## config.mk

```make
export PLATFORM = sky130hd
export DESIGN_NAME = mem_slave_rw
export DESIGN_NICKNAME = d
export VERILOG_FILES = /design/src/rtl/mem_slave_rw.sv
export SDC_FILE = /design/constraint.sdc
export NUM_CORES = 1
export LEC_CHECK = 0
export CAP_MARGIN = 30
export CORE_MARGIN = 2
export CORE_UTILIZATION = 50
export CTS_CLUSTER_SIZE = 14
export DETAILED_ROUTE_END_ITERATION = 6
export PLACE_DENSITY = 0.74
export SYNTH_ARGS = -nofsm -noshare
export SYNTH_HDL_FRONTEND = slang
export SYNTH_SLANG_ARGS = --single-unit
export TNS_END_PERCENT = 100
```

## constraint.sdc

```tcl
create_clock -name clk -period 1.4 [get_ports clk]
set_input_delay 0.21 -clock clk [delete_from_list [all_inputs] [get_ports clk]]
set_output_delay 0.21 -clock clk [all_outputs]
set_load 0.02 [all_outputs]
```

## src/rtl/mem_slave_rw.sv

```systemverilog
// Register-file memory slave with one valid/ready request channel for writes and reads.
// Ready back-pressure is either a fixed wait or MIN_WAIT plus a pseudo-random span taken from a 16-bit LFSR.
module mem_slave_rw #(
  parameter int unsigned DATA_W    = 3,
  parameter int unsigned ADDR_W    = 3,
  parameter int unsigned MIN_WAIT  = 2,
  parameter int unsigned SPAN_W    = 3,
  parameter bit          RAND_EN   = 1'b1,
  parameter logic [15:0] LFSR_SEED = 16'hACE1
) (
  input  logic              clk,
  input  logic              rst,
  input  logic              valid,
  input  logic              we,
  input  logic [ADDR_W-1:0] addr,
  input  logic [DATA_W-1:0] wdata,
  output logic              ready,
  output logic              rvalid,
  output logic [DATA_W-1:0] rdata,
  output logic [15:0]       txn_cnt
);

  localparam int unsigned DEPTH = 2**ADDR_W;

  typedef enum logic {WAIT, RDY} state_t;

  state_t            state, state_nxt;
  logic [8:0]        wait_cnt, wait_tgt, tgt_nxt;
  logic [15:0]       lfsr;
  logic [DATA_W-1:0] mem [DEPTH];
  logic              hs;

  always_ff @(posedge clk) begin
    if (rst) state <= WAIT;
    else     state <= state_nxt;
  end

  always_comb begin
    state_nxt = state;
    case (state)
      WAIT: if (wait_cnt == wait_tgt) state_nxt = RDY;
      RDY:  if (valid)                state_nxt = WAIT;
      default: state_nxt = WAIT;
    endcase
  end

  always_comb begin
    ready = (state == RDY);
    hs    = valid && (state == RDY);
  end

  // The next wait target uses the LFSR value present at the handshake edge, before it steps.
  always_comb begin
    tgt_nxt = 9'(MIN_WAIT);
    if (RAND_EN) tgt_nxt = 9'(MIN_WAIT) + 9'(lfsr[SPAN_W-1:0]);
  end

  always_ff @(posedge clk) begin
    if (rst) begin
      wait_cnt <= '0;
      wait_tgt <= 9'(MIN_WAIT);
      lfsr     <= LFSR_SEED;
      txn_cnt  <= '0;
      rvalid   <= 1'b0;
      rdata    <= '0;
      for (int unsigned i = 0; i < DEPTH; i++) mem[i] <= '0;
    end else begin
      lfsr   <= {lfsr[14:0], lfsr[15] ^ lfsr[13] ^ lfsr[12] ^ lfsr[10]};
      rvalid <= hs && !we;
      if (state == WAIT) begin
        if (wait_cnt == wait_tgt) wait_cnt <= '0;
        else                      wait_cnt <= wait_cnt + 9'd1;
      end
      if (hs) begin
        txn_cnt  <= txn_cnt + 16'd1;
        wait_tgt <= tgt_nxt;
        if (we) mem[addr] <= wdata;
        else    rdata     <= mem[addr];
      end
    end
  end

endmodule

```

After elaboration in Yosys (flattened, before gate mapping)
Memories as Yosys holds them, arrays and structs flattened. A register that Yosys moved wholly into a read port is not among the register bits. Index checks and enable logic that the tools add are counted.

Reductions and logical operators: 5. Bitwise gates (word level): 5. Muxes and demuxes: 13. Equal/unequal tests: 1. Add/sub/neg operators: 3.

Operators by type and width (number): $add A16 B1 Y16 const B (1); $add A9 B1 Y9 const B (1); $eq A9 B9 Y1 (1); $mux W1 (9); $mux W9 (1); $mux W3 (2); $add A2 B3 Y4 const A (1); $reduce_or A3 Y1 (1); $xor A1 B1 Y1 (3); $logic_and A1 B1 Y1 (2); $not A1 Y1 (2); $pmux W1 S2 (1); $reduce_and A2 Y1 (1); $logic_not A1 Y1 (1).

Output and inout bits: 21. Bits in registers: 52. Logic and storage cells: 34. Memories kept: 1. Bits of input ports: 10. Bits in writable memories: 24.

Memories: mem (depth 8, bits a word 3, read ports 1, clocked after memory_dff 1, write ports 8, line 30) `logic [DATA_W-1:0] mem [DEPTH];`.

Depth between registers and ports, before layout
Gate-level depths: netlist (run 1).

Depth in word-level cells: 6. Gate-level depth with buffers: 5. Gate-level depth less buffers: 5.

Worst setup path before layout (run 1)
OpenSTA, ideal clock, no wires.

Path kind: register -> register. Start: register state (netlist: ready). End: memory mem[0][0] (enable). Setup slack: -0.326 ns. Setup time: 0.294 ns. Required time: 1.106 ns. Path buffers: 1. Stages on the path, launching flop included: 6. Arrival time: 1.431 ns. Cell sequence: dfxtp_1 -> and2_1 -> buf_2 -> nand4b_1 -> nor3_1 -> or2_2.

RTL lines: start, declared (line 27) `state_t state, state_nxt;`; start signal, assigned (line 35) `else state <= state_nxt;`; end, declared (line 30).

Final worst setup path (run 1)
Start: register txn_cnt[6]. End: register txn_cnt[13].

Longest elaborated chain between the ends: 1.

Ends and longest elaborated chain: start, declared (line 20) `output logic [15:0] txn_cnt`; start signal, assigned (line 75) `txn_cnt <= txn_cnt + 16'd1;`; $add A16 B1 Y16 (line 75).

No other way between the ends. A chain may end at the register's enable or synchronous reset.

==> impl_metrics.json, run 1 <==
{
  "slowest_stage": "or4_4",
  "row_count": 28,
  "yosysUniqueCellTypes": 42,
  "finalNetCount": 389,
  "fillers": 458,
  "antenna_left": 0,
  "critPathMaxFanout": 5,
  "hold_violations": 0,
  "synth_simple_gate_area_frac": 0.244,
  "place_congestion": 0.824,
  "worst-setup-path-type": "register to register",
  "grt_overflow": 0,
  "io_buffers": 30,
  "grt_pass1_wl_um": 10700,
  "fin_ws_ns": -0.0350,
  "relSlewSlack": 0.753,
  "routed_wl_um": 6310,
  "drv_slew": 0,
  "clockBufferDepth": 2,
  "cp.required_ns": 1.68,
  "crit_chain": "nand4_4 > or2_4 > or4_4 > a21oi_2",
  "die-area_um2": 6900,
  "finClkSkew_ns": 0.00705,
  "violations": "negative setup slack",
  "post-route-min-period_ns": 1.44,
  "async_flop_share": 0,
  "cts-root-buf": "clkbuf_8",
  "post-route-cell-area_um2": 4160,
  "netlist_area_um2": 3130,
  "synth_xor_area_frac": 0.0700,
  "tightest_slew_ns": 0.371,
  "areaGrowthSynthToFinish_pct": 33.1,
  "grt_pass1_vias": 2310,
  "cp.arrival_ns": 1.72,
  "power_density_nw_per_um2": 1110,
  "cts_max_level": 3,
  "ioPinCount": 31,
  "detail_route.iter0.violations": 112,
  "min_path_type": "register to register",
  "antenna_found_initial": 0,
  "placeableCoreArea_um2": 5990,
  "status": "finished with violations",
  "slowest_delay_ns": 0.49,
  "startpoint_type": "register",
  "place_area_um2": 3890,
  "synth_fa_ha_area_frac": 0.0120,
  "synth_compound_area_frac": 0.0740,
  "drive_gt1_frac": 0.291,
  "synth_edf_count": 24,
  "post-route-period-util": 1.03,
  "synth-seq-cells": 74,
  "die-height_um": 83.1,
  "crit_start": "txn_cnt[6]",
  "hold_path_depth": 1,
  "clock.fmax_mhz": 697,
  "hp-start": "lfsr[6]",
  "drc": 0,
  "cap_violations": 0,
  "grt_use_total": 0.193,
  "yosys_warnings": 0,
  "synth-seq-area-share": 0.551,
  "num_antenna_cells": 0,
  "ir_drop_v": 0.000766,
  "die_w_um": 83.1,
  "grt_max_degree": 40,
  "syn_nets": 314,
  "synth_mux_area_frac": 0.0308,
  "syn_inst": 301,
  "cts_buffers": 9,
  "synth_ff_type": "dfxtp_1",
  "initial_core_util": 0.522,
  "clock-sinks": 74,
  "hpwl_um": 4560,
  "timing.rr.start": "txn_cnt[6]",
  "clk_pin_slew_worst_paths_ns": 0.07,
  "cts_tree": "done",
  "rsz0062_at_grt": "true",
  "end_kind": "register",
  "dr_total_vias": 2411,
  "avgSynthCellArea_um2": 10.4,
  "hold_buffers": 0,
  "reg2reg_depth": 4,
  "mostFrequentLayoutCell": "buf_4",
  "wl_per_cell_um": 13.8,
  "p_leak_nw": 1.67,
  "first_pass_iters": 4,
  "viasPerCell": 5.29,
  "worstSkewPairLatency_ns": 0.34,
  "layout_common_cells": "buf_4 (43), dfxtp_1 (39), nor2_1 (26)",
  "synth_top_family_by_area": "simple AND/OR/NAND/NOR gates",
  "setup_viol": 2,
  "fin_tns_setup_ns": -0.0635
}
flip-flops by register name, indices dropped and copies added, names as in the netlist:
signal	flops
lfsr	16
mem	24
rdata	3
ready	1
rvalid	1
txn_cnt	16
wait_cnt	9
wait_tgt	4
per-stage QoR:
step                      worst slack, ns  std cells  power [W]  hold slack (ns)  utilization
after CTS                         -0.0404        455    0.00465            0.413        0.679
after detailed placement           -0.450        439    0.00314            0.401        0.649
final                             -0.0350        456    0.00461            0.407        0.694
after global placement             -0.393        439    0.00313            0.394        0.649
after floorplan                    -0.154        301    0.00284            0.289            -
after global routing              -0.0847        456    0.00485            0.430        0.694
path summary, 6_finish.rpt:
path	slack, ns	end
max	-0.04	txn_cnt[13]
min	0.41	lfsr[7]
max reg2reg	-0.04	txn_cnt[13]
min reg2reg	0.41	lfsr[7]
kinds of logic after synthesis:
family	count (synthesis)
simple gates	141
buf+inv	14
compound gates	37
xor+xnor	25
fa+ha+maj	3
mux	7
flops	74
synth_stat cells (all sizes together) (7+ instances only):
cell	number	share of area
nand4	10	0.025
and2	25	0.050
xor2	10	0.028
edfxtp	24	0.23
or2	10	0.021
nor2	30	0.036
o21ai	11	0.018
nor3	8	0.013
xnor2	15	0.042
nand3	8	0.013
clkbuf	7	0.0084
dfxtp	50	0.32
a21oi	13	0.021
nand2	22	0.026
nor2b	11	0.022
critical path, delay by kind of cell (launching register included):
kind / cells / cell delay [ns]
simple gates: 3 / 0.92
flops: 1 / 0.36
compound gates: 1 / 0.11
where the power goes:
group / total (W) / internal (W) / switching (W)
sequential: 0.00239 / 0.00232 / 0.0000654
combinational: 0.000706 / 0.000335 / 0.000371
clock: 0.00152 / 0.000794 / 0.000724
total: 0.00461 / 0.00345 / 0.00116
layer usage:
metal  wire length [um]  track usage  part of all wire  vias up
met5                  0            0                 0        -
met4                131       0.0879             0.021        0
met3                197       0.0398             0.031       13
met2               3130        0.320              0.50       38
met1               2840        0.243              0.45     1158
li1                   -            -                 -     1202
layout make-up:
type	count	area, um2	share of cell area
flip-flops and latches	74	1760	0.423
multi-input cells	213	1510	0.362
repair buffers	74	608	0.146
clock buffers	16	180	0.0433
well taps	75	93.8	0.0226
inverters	4	15.0	0.00361
what timing repair did:
item,in CTS,in global routing
buffers inserted,0,1
gates resized for setup,30,19
pin swaps,1,12
setup endpoints to repair,37,42
Power figures use the tool's default switching activity.
==> inputs of run 2 (changes only) <==
--- a/config.mk
+++ b/config.mk
@@ -10,7 +10,8 @@
 export CORE_UTILIZATION = 50
 export CTS_CLUSTER_SIZE = 14
 export DETAILED_ROUTE_END_ITERATION = 6
-export PLACE_DENSITY = 0.74
+export PLACE_DENSITY = 0.71
+export REMOVE_ABC_BUFFERS = 1
 export SYNTH_ARGS = -nofsm -noshare
 export SYNTH_HDL_FRONTEND = slang
 export SYNTH_SLANG_ARGS = --single-unit
==> constraint.sdc (replaced) <==
create_clock -name clk -period 1.6 [get_ports clk]
set_input_delay 0.24 -clock clk [delete_from_list [all_inputs] [get_ports clk]]
set_output_delay 0.24 -clock clk [all_outputs]
set_load 0.02 [all_outputs]
==> run 2 against run 1 <==
The run now ends clean. First-iteration DRC count fell by 20%. Sequential power fell by 12%. Global-route usage rose by 1.1 points. Utilization fell by 2.1 points. Non-clock buffer count did not move. Total power fell by 9.6%. Largest power group unchanged.
==> impl_metrics.json, run 2 (same netlist as run 1, synthesis figures left out) <==
{
  "end_kind": "output pin",
  "grt_pass1_vias": 2340,
  "met2_length_um": 3020,
  "viasPerCell": 5.31,
  "num_antenna_cells": 0,
  "die-height_um": 83.1,
  "finalNetCount": 389,
  "place_area_um2": 3800,
  "ir_drop_v": 0.000630,
  "slowest_delay_ns": 0.61,
  "clock.fmax_mhz": 645,
  "worst-setup-path-type": "register to output pin",
  "p_switching_w": 0.00105,
  "cap_violations": 0,
  "whs_endpoint": "ready",
  "largest_reg_flops": 24,
  "row_count": 28,
  "startpoint_type": "register",
  "drc": 0,
  "grt_use_total": 0.204,
  "setup_viol": 0,
  "drive_gt1_frac": 0.234,
  "tightest_slew_ns": 0.391,
  "timing.rr.start": "txn_cnt[6]",
  "hold_buffers": 0,
  "cts_tree": "done",
  "die_w_um": 83.1,
  "fin_tns_setup_ns": 0,
  "cts_buffers": 9,
  "reg2reg_depth": 4,
  "reg_top3": "mem (24), lfsr (16), txn_cnt (16)",
  "top_layer": "met4",
  "detail_route.iter0.violations": 90,
  "crit_start": "rdata[1]",
  "grt_overflow": 0,
  "clockBufferDepth": 2,
  "clkPwrFrac": 0.355,
  "post-route-period-util": 0.968,
  "io_buffers": 30,
  "routed_wl_um": 6560,
  "cts_max_level": 3,
  "cp.required_ns": 1.36,
  "die-area_um2": 6900,
  "wirelength_met1_um": 3150,
  "drv_slew": 0,
  "power_density_nw_per_um2": 1030,
  "hp-start": "valid",
  "swShare": 0.252,
  "regMostFlops": "mem",
  "critPathMaxFanout": 2,
  "path_buf_inv": 1,
  "worstSkewPairLatency_ns": 0.34,
  "relSlewSlack": 0.739,
  "place_congestion": 0.813,
  "critPathTopFamily": "buffers and inverters",
  "post-route-min-period_ns": 1.55,
  "grt_pass1_wl_um": 11300,
  "ioPinCount": 31,
  "route.met3.wl_um": 207,
  "r2r-end": "txn_cnt[9]",
  "clock-sinks": 74,
  "p_leak_nw": 1.63,
  "grt_max_degree": 40,
  "wl_per_cell_um": 14.4,
  "fillers": 504,
  "dr_total_vias": 2421,
  "cts-root-buf": "clkbuf_8",
  "hold_violations": 0,
  "initial_core_util": 0.522,
  "antenna_found_initial": 0,
  "hpwl_um": 4630,
  "layout_common_cells": "dfxtp_1 (44), buf_4 (44), nor2_1 (30)",
  "placeableCoreArea_um2": 5990,
  "clk_pin_slew_worst_paths_ns": 0.07,
  "multi_input_area_um2": 1380,
  "finClkSkew_ns": 0.00643,
  "first_pass_iters": 4,
  "areaGrowthSynthToFinish_pct": 29.1,
  "seqPwrFrac": 0.505,
  "min_path_type": "primary input to register",
  "slowest_stage": "clkdlybuf4s50_1",
  "post-route-cell-area_um2": 4040,
  "regToRegSetupSlack_ns": 0.05,
  "p_int_w": 0.00312,
  "cp.arrival_ns": 1.31,
  "status": "finished clean",
  "antenna_left": 0,
  "hold_path_depth": 4,
  "crit_chain": "clkdlybuf4s50_1",
  "comb_power_share": 0.140,
  "regArea_um2": 1730
}
[run 2: cell count changes in the layout (fill, tap and decap cells not counted), moves of 3 or more]
cell             change
dlygate4sd2_1        -8
nor3_1               +4
dfxtp_1              +5
nor3_2               -4
nor2_2               -4
o21ai_4              -5
clkbuf_1             -4
dfxtp_2              +3
nor2_1               +4
clkinv_2             +3
dfxtp_4              -8
o21ai_0              +6
clkdlybuf4s50_1      +7
[run 2: area by class of cell]
cell class,instances,share of cell area
Sequential cell,74,0.429
Multi-Input combinational cell,213,0.341
Timing Repair Buffer,74,0.153
Clock buffer,11,0.0375
Tap cell,75,0.0232
Clock inverter,5,0.0130
Inverter,4,0.00372
[run 2: what timing repair did]
action	4_1_cts	5_1_grt
hold endpoints to repair	0	0
resized for setup	16	13
buffers inserted	0	1
setup endpoints to repair	16	34
pin swaps	0	2
[run 2: how the worst max path moves through the flow]
| stage | end | slack [ns] | cells after the start |
|---|---|---|---|
| 3_3_place_gp | txn_cnt[15] | -0.32 | 5 |
| 5_1_grt | txn_cnt[13] | -0.01 | 4 |
| 2_1_floorplan | mem[0][0] | -0.29 | 4 |
| 6_report | rdata[1] | 0.05 | 1 |
| 3_5_place_dp | txn_cnt[15] | -0.35 | 5 |
| 4_1_cts | txn_cnt[9] | 0.00008 | 4 |
[run 2: stage by stage]
step / hold slack [ns] / instances / total power, W / setup WS, ns / utilization
floorplan: 0.309 / 291 / 0.00245 / -0.293 / -
global placement: 0.396 / 439 / 0.00274 / -0.319 / 0.635
detailed placement: 0.396 / 439 / 0.00275 / -0.348 / 0.635
CTS: 0.421 / 455 / 0.00419 / 0.0000779 / 0.666
global route: 0.405 / 456 / 0.00437 / -0.0144 / 0.674
finish: 0.371 / 456 / 0.00417 / 0.0505 / 0.674
[run 2: power by group through the flow]
| stage | Combinational, W | Sequential, W | Clock, W |
|---|---|---|---|
| after floorplan | 0.000261 | 0.00219 | 0 |
| after global placement | 0.000589 | 0.00215 | 0 |
| after detailed placement | 0.000599 | 0.00215 | 0 |
| after CTS | 0.000593 | 0.00211 | 0.00149 |
| after global routing | 0.000652 | 0.00212 | 0.00160 |
| final | 0.000586 | 0.00211 | 0.00148 |
[run 2: per-layer routing]
layer / track usage / vias to the layer above
li1: - / 1202
met1: 0.280 / 1155
met2: 0.301 / 45
met3: 0.0388 / 19
met4: 0.119 / 0
met5: 0 / -
==> inputs of run 3 (changes only) <==
--- a/config.mk
+++ b/config.mk
@@ -6,6 +6,7 @@
 export NUM_CORES = 1
 export LEC_CHECK = 0
 export CAP_MARGIN = 30
+export CORE_ASPECT_RATIO = 1.25
 export CORE_MARGIN = 2
 export CORE_UTILIZATION = 50
 export CTS_CLUSTER_SIZE = 14
==> run 3 against run 2 <==
Clock-buffer cell count fell by 1. Clock power hardly changed. Critical path type unchanged. Clock skew grew 0.0024 ns. Combinational power is 3% higher. Flip-flop and latch count unchanged. Total power increased by 1.0%. Sequential share of layout area rose by 0.30 points. Register-to-register slack improved by 0.02 ns. Via count down 1.6%. Setup slack got worse by 0.0088 ns.
==> impl_metrics.json, run 3 (same netlist as run 1, synthesis figures left out) <==
{
  "antenna_left": 0,
  "cts-root-buf": "clkbuf_8",
  "largest_reg_flops": 24,
  "clock.fmax_mhz": 642,
  "place_congestion": 0.838,
  "regToRegSetupSlack_ns": 0.07,
  "slowest_stage": "clkdlybuf4s50_1",
  "areaGrowthSynthToFinish_pct": 27.7,
  "setup_viol": 0,
  "ir_drop_v": 0.000697,
  "p_int_w": 0.00314,
  "clockBufferDepth": 2,
  "num_antenna_cells": 0,
  "clock-sinks": 74,
  "cp.required_ns": 1.36,
  "die_w_um": 74.7,
  "post-route-min-period_ns": 1.56,
  "post-route-period-util": 0.974,
  "end_kind": "output pin",
  "fillers": 538,
  "cts_setup_buffers": 0,
  "grt_pass1_wl_um": 10500,
  "clkPwrFrac": 0.359,
  "startpoint_type": "register",
  "die-height_um": 92.4,
  "detail_route.iter0.violations": 115,
  "grt_pass1_vias": 2250,
  "cts_max_level": 3,
  "cp.arrival_ns": 1.32,
  "power_density_nw_per_um2": 1060,
  "row_count": 32,
  "die-area_um2": 6910,
  "ioPinCount": 31,
  "mostFrequentLayoutCell": "dfxtp_1",
  "crit_start": "rdata[2]",
  "stdcell_count": 461,
  "fin_tns_setup_ns": 0,
  "reg_top3": "mem (24), lfsr (16), txn_cnt (16)",
  "finalNetCount": 384,
  "viasPerCell": 5.17,
  "clk_pin_slew_worst_paths_ns": 0.08,
  "hpwl_um": 4460,
  "relSlewSlack": 0.750,
  "drv_slew": 0,
  "comb_power_share": 0.143,
  "p_switching_w": 0.00107,
  "drc": 0,
  "regMostFlops": "mem",
  "first_pass_iters": 4,
  "status": "finished clean",
  "swShare": 0.255,
  "cts_buffers": 9,
  "p_leak_nw": 1.61,
  "timing.rr.start": "txn_cnt[6]",
  "wl_per_cell_um": 13.6,
  "r2r-end": "txn_cnt[13]",
  "hold_violations": 0,
  "crit_chain": "clkdlybuf4s50_1",
  "worst-setup-path-type": "register to output pin",
  "routed_wl_um": 6260,
  "cts_tree": "done",
  "cap_violations": 0,
  "path_buf_inv": 1,
  "grt_max_degree": 40,
  "min_path_type": "primary input to register",
  "tightest_slew_ns": 0.375,
  "reg2reg_depth": 4,
  "worstSkewPairLatency_ns": 0.35,
  "seqPwrFrac": 0.498,
  "grt_use_total": 0.205,
  "finClkSkew_ns": 0.00881,
  "placedCellCount": 445,
  "rsz0062_at_grt": "false",
  "initial_core_util": 0.510,
  "slowest_delay_ns": 0.61,
  "critPathMaxFanout": 2,
  "crit_end": "rdata[2]",
  "layout_common_cells": "dfxtp_1 (47), buf_4 (39), nor2_1 (30)",
  "io_buffers": 30,
  "dr_total_vias": 2383,
  "power_w": 0.00421,
  "hold_path_depth": 3,
  "grt_overflow": 0,
  "placeableCoreArea_um2": 6130,
  "regArea_um2": 1730,
  "crit_cells": 1,
  "critPathTopFamily": "buffers and inverters",
  "drive_gt1_frac": 0.207,
  "antenna_found_initial": 0,
  "multi_input_area_um2": 1360
}
==> run 3: worst min-delay path by stage <==
stage,start,slack (ns),to
2_1_floorplan,rst,0.31,ready
3_3_place_gp,lfsr[14],0.39,lfsr[15]
3_5_place_dp,lfsr[5],0.39,lfsr[6]
4_1_cts,lfsr[9],0.41,lfsr[10]
5_1_grt,valid,0.31,ready
6_report,valid,0.30,ready
==> run 3: timing repair <==
| action | CTS | global route |
|---|---|---|
| endpoints found under the setup margin | 16 | 16 |
| pin swaps | 0 | 1 |
| resized for setup | 16 | 8 |
| hold buffers | 0 | 0 |
==> run 3: power groups by stage <==
| stage | Combinational, W | Sequential [W] | Clock (W) |
|---|---|---|---|
| after detailed placement | 0.000601 | 0.00214 | 0 |
| after global placement | 0.000596 | 0.00214 | 0 |
| final | 0.000601 | 0.00210 | 0.00151 |
| after floorplan | 0.000261 | 0.00219 | 0 |
| after CTS | 0.000597 | 0.00210 | 0.00155 |
| after global routing | 0.000663 | 0.00211 | 0.00163 |
==> run 3: area by class of cell <==
class / instances / share of cell area
clock buffers: 10 / 0.0373
flip-flops and latches: 74 / 0.432
clock inverters: 6 / 0.0157
inverters: 4 / 0.00376
repair buffers: 69 / 0.145
multi-input cells: 213 / 0.340
well taps: 85 / 0.0266
==> run 3: stage by stage <==
stage	utilization	instance area [um2]	hold slack [ns]	setup WS (ns)
2_1_floorplan	-	3090	0.309	-0.293
3_3_place_gp	0.618	3780	0.394	-0.303
3_5_place_dp	0.618	3780	0.393	-0.339
4_1_cts	0.649	3980	0.415	0.00594
5_1_grt	0.652	3990	0.310	0.00193
6_report	0.652	3990	0.299	0.0417
==> run 3: layer usage <==
layer  GRT usage  wire length (um)  up-vias
li1            -                 -     1195
met1       0.248              2710     1119
met2       0.327              3120       55
met3      0.0566               232       14
met4       0.106               201        0
met5           0                 0        -
